## src/rtl/spi_slave_regs.sv

```systemverilog
// spi_slave_regs: SPI mode-0 responder decoding 12-bit write/read frames into a byte register bank.
module spi_slave_regs #(
  parameter int ADDR_WIDTH = 3,
  parameter int DATA_WIDTH = 8,
  parameter int CMD_WIDTH  = 12
) (
  input  logic                  clk,
  input  logic                  rst,
  input  logic                  sclk,
  input  logic                  cs,
  input  logic                  mosi,
  output logic                  miso,
  output logic                  miso_oe,
  output logic                  wr_vld,
  output logic [ADDR_WIDTH-1:0] wr_addr,
  output logic [DATA_WIDTH-1:0] wr_data,
  output logic                  rd_vld,
  output logic [ADDR_WIDTH-1:0] rd_addr,
  output logic                  frame_err,
  input  logic [ADDR_WIDTH-1:0] loc_addr,
  output logic [DATA_WIDTH-1:0] loc_data
);
  localparam int BW = $clog2(CMD_WIDTH);
  localparam int RW = $clog2(DATA_WIDTH);
  localparam logic [BW-1:0] CMD_LAST = BW'(CMD_WIDTH - 1);
  localparam logic [RW-1:0] RD_LAST  = RW'(DATA_WIDTH - 1);
  typedef enum logic [1:0] {IDLE, CMD, RDATA, WAIT_CS} state_t;
  state_t                  state_q;
  logic [2:0]              sclk_q, cs_q;
  logic [1:0]              mosi_q;
  logic                    rise_q, fall_q;
  logic [BW-1:0]           bit_cnt_q;
  logic [RW-1:0]           rd_cnt_q;
  logic [CMD_WIDTH-2:0]    cmd_sr_q;
  logic [DATA_WIDTH-1:0]   tx_sr_q;
  logic [DATA_WIDTH-1:0]   bank_q [2**ADDR_WIDTH];
  logic [CMD_WIDTH-1:0]    cmd_d;
  logic [ADDR_WIDTH-1:0]   cmd_addr;
  logic [DATA_WIDTH-1:0]   cmd_data;
  logic                    cs_start, cs_end;
  assign cs_start = ~cs_q[1] & cs_q[2];
  assign cs_end   = cs_q[1] & ~cs_q[2];
  assign cmd_d    = {cmd_sr_q, mosi_q[1]};
  assign cmd_addr = cmd_d[CMD_WIDTH-2 -: ADDR_WIDTH];
  assign cmd_data = cmd_d[DATA_WIDTH-1:0];
  // Derived from state so an abort releases the pad in the same cycle it leaves RDATA.
  assign miso_oe  = state_q == RDATA;
  assign miso     = miso_oe & tx_sr_q[DATA_WIDTH-1];
  always_ff @(posedge clk or posedge rst) begin
    if (rst) begin
      state_q   <= IDLE;
      sclk_q    <= '0;
      cs_q      <= '1;
      mosi_q    <= '0;
      rise_q    <= 1'b0;
      fall_q    <= 1'b0;
      bit_cnt_q <= '0;
      rd_cnt_q  <= '0;
      cmd_sr_q  <= '0;
      tx_sr_q   <= '0;
      wr_vld    <= 1'b0;
      wr_addr   <= '0;
      wr_data   <= '0;
      rd_vld    <= 1'b0;
      rd_addr   <= '0;
      frame_err <= 1'b0;
      loc_data  <= '0;
      for (int i = 0; i < 2**ADDR_WIDTH; i++) bank_q[i] <= '0;
    end else begin
      sclk_q    <= {sclk_q[1:0], sclk};
      cs_q      <= {cs_q[1:0], cs};
      mosi_q    <= {mosi_q[0], mosi};
      rise_q    <= sclk_q[1] & ~sclk_q[2];
      fall_q    <= ~sclk_q[1] & sclk_q[2];
      wr_vld    <= 1'b0;
      rd_vld    <= 1'b0;
      frame_err <= 1'b0;
      loc_data  <= bank_q[loc_addr];
      case (state_q)
        IDLE: begin
          bit_cnt_q <= '0;
          cmd_sr_q  <= '0;
          if (cs_start) state_q <= CMD;
        end
        CMD: begin
          if (cs_end) begin
            state_q   <= IDLE;
            frame_err <= 1'b1;
          end else if (rise_q) begin
            cmd_sr_q  <= cmd_d[CMD_WIDTH-2:0];
            bit_cnt_q <= bit_cnt_q + 1'b1;
            if (bit_cnt_q == CMD_LAST && cmd_d[CMD_WIDTH-1]) begin
              bank_q[cmd_addr] <= cmd_data;
              wr_vld           <= 1'b1;
              wr_addr          <= cmd_addr;
              wr_data          <= cmd_data;
              state_q          <= WAIT_CS;
            end else if (bit_cnt_q == CMD_LAST) begin
              tx_sr_q  <= bank_q[cmd_addr];
              rd_addr  <= cmd_addr;
              rd_cnt_q <= '0;
              state_q  <= RDATA;
            end
          end
        end
        RDATA: begin
          if (cs_end) begin
            state_q   <= IDLE;
            frame_err <= 1'b1;
          end else begin
            if (rise_q) rd_cnt_q <= rd_cnt_q + 1'b1;
            if (rise_q && rd_cnt_q == RD_LAST) begin
              rd_vld  <= 1'b1;
              state_q <= WAIT_CS;
            end
            // The first read bit is already on miso when RDATA is entered, so skip the first fall.
            if (fall_q && rd_cnt_q != '0) tx_sr_q <= {tx_sr_q[DATA_WIDTH-2:0], 1'b0};
          end
        end
        default: if (cs_end) state_q <= IDLE;
      endcase
    end
  end
endmodule
```

## config.mk

```make
export PLATFORM = sky130hd
export DESIGN_NAME = spi_slave_regs
export DESIGN_NICKNAME = d
export VERILOG_FILES = /design/src/rtl/spi_slave_regs.sv
export SDC_FILE = /design/constraint.sdc
export NUM_CORES = 1
export LEC_CHECK = 0
export ABC_AREA = 1
export CORE_ASPECT_RATIO = 0.8
export CORE_MARGIN = 2
export CORE_UTILIZATION = 47
export DETAILED_ROUTE_END_ITERATION = 12
export GPL_TIMING_DRIVEN = 0
export PLACE_DENSITY = 0.69
export SLEW_MARGIN = 0
export SYNTH_ARGS = -nofsm -noshare
export SYNTH_HDL_FRONTEND = slang
export SYNTH_SLANG_ARGS = --single-unit
```

## constraint.sdc

```tcl
create_clock -name clk -period 6.37 [get_ports clk]
set_input_delay 1.274 -clock clk [delete_from_list [all_inputs] [get_ports clk]]
set_output_delay 1.274 -clock clk [all_outputs]
set_load 0.03 [all_outputs]
```

# [Yosys cells after proc, flatten, opt, wreduce, memory -nomap -nowiden]
# Cells that the tools add are included.
[word_totals] register_bits=127
[op_classes] add_sub_neg=2 bitwise=13 eq_ne=15 reduce_logical=16 order_cmp=3 n_mux=47
[op_table] op="2-to-1 mux 8 bit" count=11
[op_table] op="bitwise mux 64 bit" count=1
[op_table] op="binary-select mux 8 bit (select 3 bit)" count=2
[op_table] op="demux 8 bit (select 3 bit)" count=1
[op_table] op="2-to-1 mux 11 bit" count=2
[op_table] op="one-hot mux 11 bit (2 select lines)" count=1
[op_table] op="2-to-1 mux 3 bit" count=6
[op_table] op="2-to-1 mux 2 bit" count=8
[op_table] op="one-hot mux 8 bit (2 select lines)" count=1
[op_table] op="AND reduction 7 bit" count=2
[op_table] op="inequality test 2 bit (second input constant)" count=6
[op_table] op="AND reduction 5 bit" count=2
[op_table] op="2-to-1 mux 1 bit" count=9
[op_table] op=">= comparator 4 bit (second input constant)" count=2
[op_table] op="2-to-1 mux 4 bit" count=2
[op_table] op="inverter 3 -> 4 bit" count=2
[op_table] op="one-hot mux 4 bit (2 select lines)" count=1
[op_table] op="inverter 1 bit" count=6
[op_table] op="one-hot mux 2 bit (3 select lines)" count=1
[op_table] op="one-hot mux 3 bit (2 select lines)" count=1
[op_table] op="bitwise AND 1 bit" count=5
[op_table] op="adder 4 x 1 -> 4 bit (second input constant)" count=1
[op_table] op="equality test 4 bit (second input constant)" count=1
[op_table] op="logical AND 1 bit" count=4
[op_table] op="16 further kinds" count=18

# [Depth between registers and ports, before layout]
[depth] ltp_word=9 ltp_mapped=11 mapped_depth_nobuf=9

# [Worst setup path after synthesis]
# No wires, ideal clock.
[synth_timing] kind="register -> output" startpoint="register state_q[0]" endpoint="output miso" path_buffers=0 arrival_time_ns=1.194 t_required_ns=5.096 path_stages_with_launch=5 setup_slack_ns=3.902 cell_sequence="dfrtp_1 -> inv_1 -> ha_1 -> nand2_1 -> inv_1"
[synth_between] elab_chain_cells=2
[synth_rtl] item="start: declaration" line="28" rtl="state_t state_q;"
[synth_rtl] item="start signal: assignment" line="51" rtl="state_q <= IDLE;"
[synth_rtl] item="start signal: assignment" line="83" rtl="if (cs_start) state_q <= CMD;"
[synth_rtl] item="start signal: assignment" line="87" rtl="state_q <= IDLE;"
[synth_rtl] item="equality test 2 bit" line="47" rtl="assign miso_oe = state_q == RDATA;"
[synth_rtl] item="named net miso_oe" line="13" rtl="output logic miso_oe,"
[synth_rtl] item="bitwise AND 1 bit" line="48" rtl="assign miso = miso_oe & tx_sr_q[DATA_WIDTH-1];"
[synth_rtl] item="end: declaration" line="12" rtl="output logic miso,"
# The timed path passes the listed nets, and every way through them passes these cells.

# [Final worst setup path]
[layout_timing] startpoint="register state_q[0]" endpoint="output miso"
[layout_between] elab_chain_cells=2
[layout_rtl] item="equality test 2 bit" line="47"
[layout_rtl] item="bitwise AND 1 bit" line="48"
# Every way passes these cells.

==> out/qor.tcl <==
set qor(global_route.usage.total_pct) 26.5
set qor(mappedNetlistArea_um2) 6040
set qor(final_antenna_violating_net_count) 0
set qor(clock-root-buffer) {clkbuf_16}
set qor(die_outline_area_um2) 13800
set qor(cts_htree_levels) 4
set qor(yosys-top-cells-area) {dfrtp_1 (51%), nand2_1 (15%), o21ai_0 (12%)}
set qor(yosys.area.top_type) {dfrtp_1}
set qor(finalCriticalPeriod_ps) 3340
set qor(design_power_total_mw) 2.28
set qor(criticalPathCategory) {reg2out}
set qor(crit_arrival_ps) 2070
set qor(most_crowded_layer_after_global_routing) {met2}
set qor(synth_top_flop_cell) {dfrtp_1}
set qor(netlist-cell-type-count) 24
set qor(routed_wire_length_per_instance_um) 16.8
set qor(post_synth_and_or_nand_nor_area_fraction_pct) 22.3
set qor(area.growth.synth_to_final_pct) 20.4
set qor(floorplan.die.width_um) 131
set qor(fin_setup_tns_ps) 0
set qor(cts_tree) {built}
set qor(post_synth_xor_area_fraction_pct) 0.145
set qor(antennaDiodeCount) 0
set qor(syn_inst) 769
set qor(rsz_0062_raised_after_global_routing) {no}
set qor(cts_repair_resize_count) 0
set qor(max-clock-path-buffers) 2
set qor(syn-num-nets) 785
set qor(worst_skew_pair.late_latency_ps) 420
set qor(worst-endpoint-required_ps) 5100
set qor(rr_worst_depth) 9
set qor(fin_nets) 837
set qor(postSynthAreaPerCell_um2) 7.85
set qor(grt_pass1_vias) 5389
set qor(die_y_um) 105
set qor(synth-seq-area-share_pct) 52.7
set qor(drt_iter0_drc) 639
set qor(hold-path-cell-count) 0
set qor(grt_antenna_before_repair) 0
set qor(gp_routability_congestion) 1.02
set qor(drt_pass1_iterations) 5
set qor(grt_max_degree) 94
set qor(cp-end-kind) {output port}
set qor(muxShareOfSynthArea_pct) 0.166
set qor(use_met3_pct) 6.95
set qor(achievable-frequency_ghz) 0.299
set qor(cts_made_buffers) 17
set qor(post-route-worst-setup-slack_ps) 3030
set qor(synth.most_common_cell) {nand2_1}
set qor(transition_time_at_the_pin_with_the_least_slew_margin_ps) 853
set qor(async_flop_share_pct) 100
set qor(number_of_slew_limit_violations_in_the_final_report) 0
set qor(floorplan.io_pins) 35
set qor(detailedPlace.worstSlack_ps) 3490
set qor(static-leakage-power_nw) 3.41
set qor(drive_above_1_share_pct) 6.00
set qor(synth_edf_count) 0
set qor(routed_wl_um) 17000
set qor(routed-via-count) 5492
set qor(synth.ff_latch_count) 127
set qor(grt_pass1_wl_um) 27600
set qor(drv.max_cap_violation_count) 0
set qor(core_region_area_um2) 12700
set qor(cts_hold_bufs) 0
set qor(global_route.overflow_total) 0
set qor(route.detailed.drc) 0
set qor(worst_setup_path_start_kind) {flop}
set qor(holdCritPathClass) {reg2reg}
set qor(met2_usage_pct) 38.7
set qor(finalSetupViolations) 0
set qor(hold_viol) 0
set qor(status) {complete, no violations}
set qor(timing.critical_path.fanout_max) 7
set qor(yosysTopAreaCellShare_pct) 51.4
set qor(cts_num_sinks) 127
set qor(slew_headroom_pct) 43.1
set qor(p_per_area_nw_per_um2) 313
set qor(combinational_family_with_the_most_area_after_synthesis) {simple AND/OR/NAND/NOR gates}
set qor(viasPerCell) 5.44
set qor(cts.clk_slew.worst_paths_ps) 60
set qor(post_cts.repair.setup_buffers) 0
set qor(initial_utilization_pct) 47.6
set qor(layout_worst_path_cycle_share_pct) 52.4
set qor(vdd_ir_drop_max_mv) 0.182
set qor(worst_clock_skew_ps) 13.3
set qor(synthAdderAreaFrac_pct) 1.66
set qor(floorplan.rows) 37
set qor(post-dp-hpwl_um) 11700
set qor(ys_warn_count) 0
set qor(met1_track_utilization_from_global_routing_pct) 38.3
set qor(port-buffer-count) 32
set qor(share_of_the_synthesized_area_in_compound_gates_ao_oa_aoi_oai_pct) 15.2
set qor(synthTopCellsByCount) {nand2_1 (238), o21ai_0 (142), dfrtp_1 (124), nor2_1 (76), inv_1 (64)}
[worst max-delay path, stage by stage (launching register included)]
cell,delay (ps)
dfrtp_1,420
inv_1,100
ha_1,300
nand2_1,110
inv_1,60
clkdlybuf4s50_1,660
[placed cells by master (no fill, tap or decap), types with 5 or more instances in the layout]
master / netlist / routed
ha_1: 8 / 8
clkbuf_16: 0 / 17
o21ai_0: 142 / 142
clkdlybuf4s50_1: 0 / 32
a21oi_1: 19 / 19
buf_6: 8 / 8
clkbuf_1: 27 / 28
nand2_1: 238 / 238
nand3_1: 20 / 20
nor3_1: 9 / 9
nor2_1: 76 / 76
clkinv_4: 0 / 5
dfrtp_1: 124 / 124
inv_1: 64 / 63
bufinv_16: 0 / 5
o22ai_1: 11 / 11
[routing by layer]
metal | part of all wire [%] | wire length [um]
met1 | 46 | 7750
met3 | 8.4 | 1430
met4 | 2.4 | 415
met2 | 44 | 7410
met5 | 0 | 0
[final timing paths]
| path | slack [ps] | endpoint | from |
|---|---|---|---|
| hold reg to reg | 350 | sclk_q[1] | sclk_q[0] |
| hold / removal | 350 | sclk_q[1] | sclk_q[0] |
| setup / recovery | 3030 | miso | state_q[0] |
| setup reg to reg | 3950 | bank_q[15] | state_q[1] |
| max in group asynchronous | 4380 | cs_q[2] | rst |
| min in group asynchronous | 1200 | bank_q[33] | rst |
[area by class of cell]
class                      instances  area, um2
fill                            1141       5410
sequential                       127       3180
multi-input combinational        533       2380
clock buffer                      18        429
timing repair buffer              33        348
inverter                          67        256
clock inverter                    14        230
buffer                            42        224
tap                              175        219
[kinds of logic after synthesis]
kind of cell	count (synthesis)
simple gates	345
fa+ha+maj	8
xor+xnor	1
flops	127
compound gates	178
buf+inv	109
mux	1
[through the flow]
stage          cell area, um2  hold WS (ps)  instances  util, %
2_1_floorplan            6040           331        769        -
3_3_place_gp             6580           332        976     51.9
3_5_place_dp             6610           340        977     52.1
4_1_cts                  7270           354       1009     57.3
5_1_grt                  7270           358       1009     57.3
6_report                 7270           353       1009     57.3
[registers in the layout, indices dropped and copies added (netlist names)]
name,cells
rd_vld,1
state_q,2
wr_vld,1
cmd_sr_q,11
rd_cnt_q,3
wr_data,8
mosi_q,2
tx_sr_q,8
rise_q,1
sclk_q,3
bank_q,64
rd_addr,3
frame_err,1
fall_q,1
loc_data,8
wr_addr,3
cs_q,3
bit_cnt_q,4
[power breakdown]
| part | internal, mW | switching, mW |
|---|---|---|
| logic | 0.0987 | 0.215 |
| registers | 0.847 | 0.0267 |
| clock network | 0.703 | 0.387 |
Power figures use the tool's default switching activity.
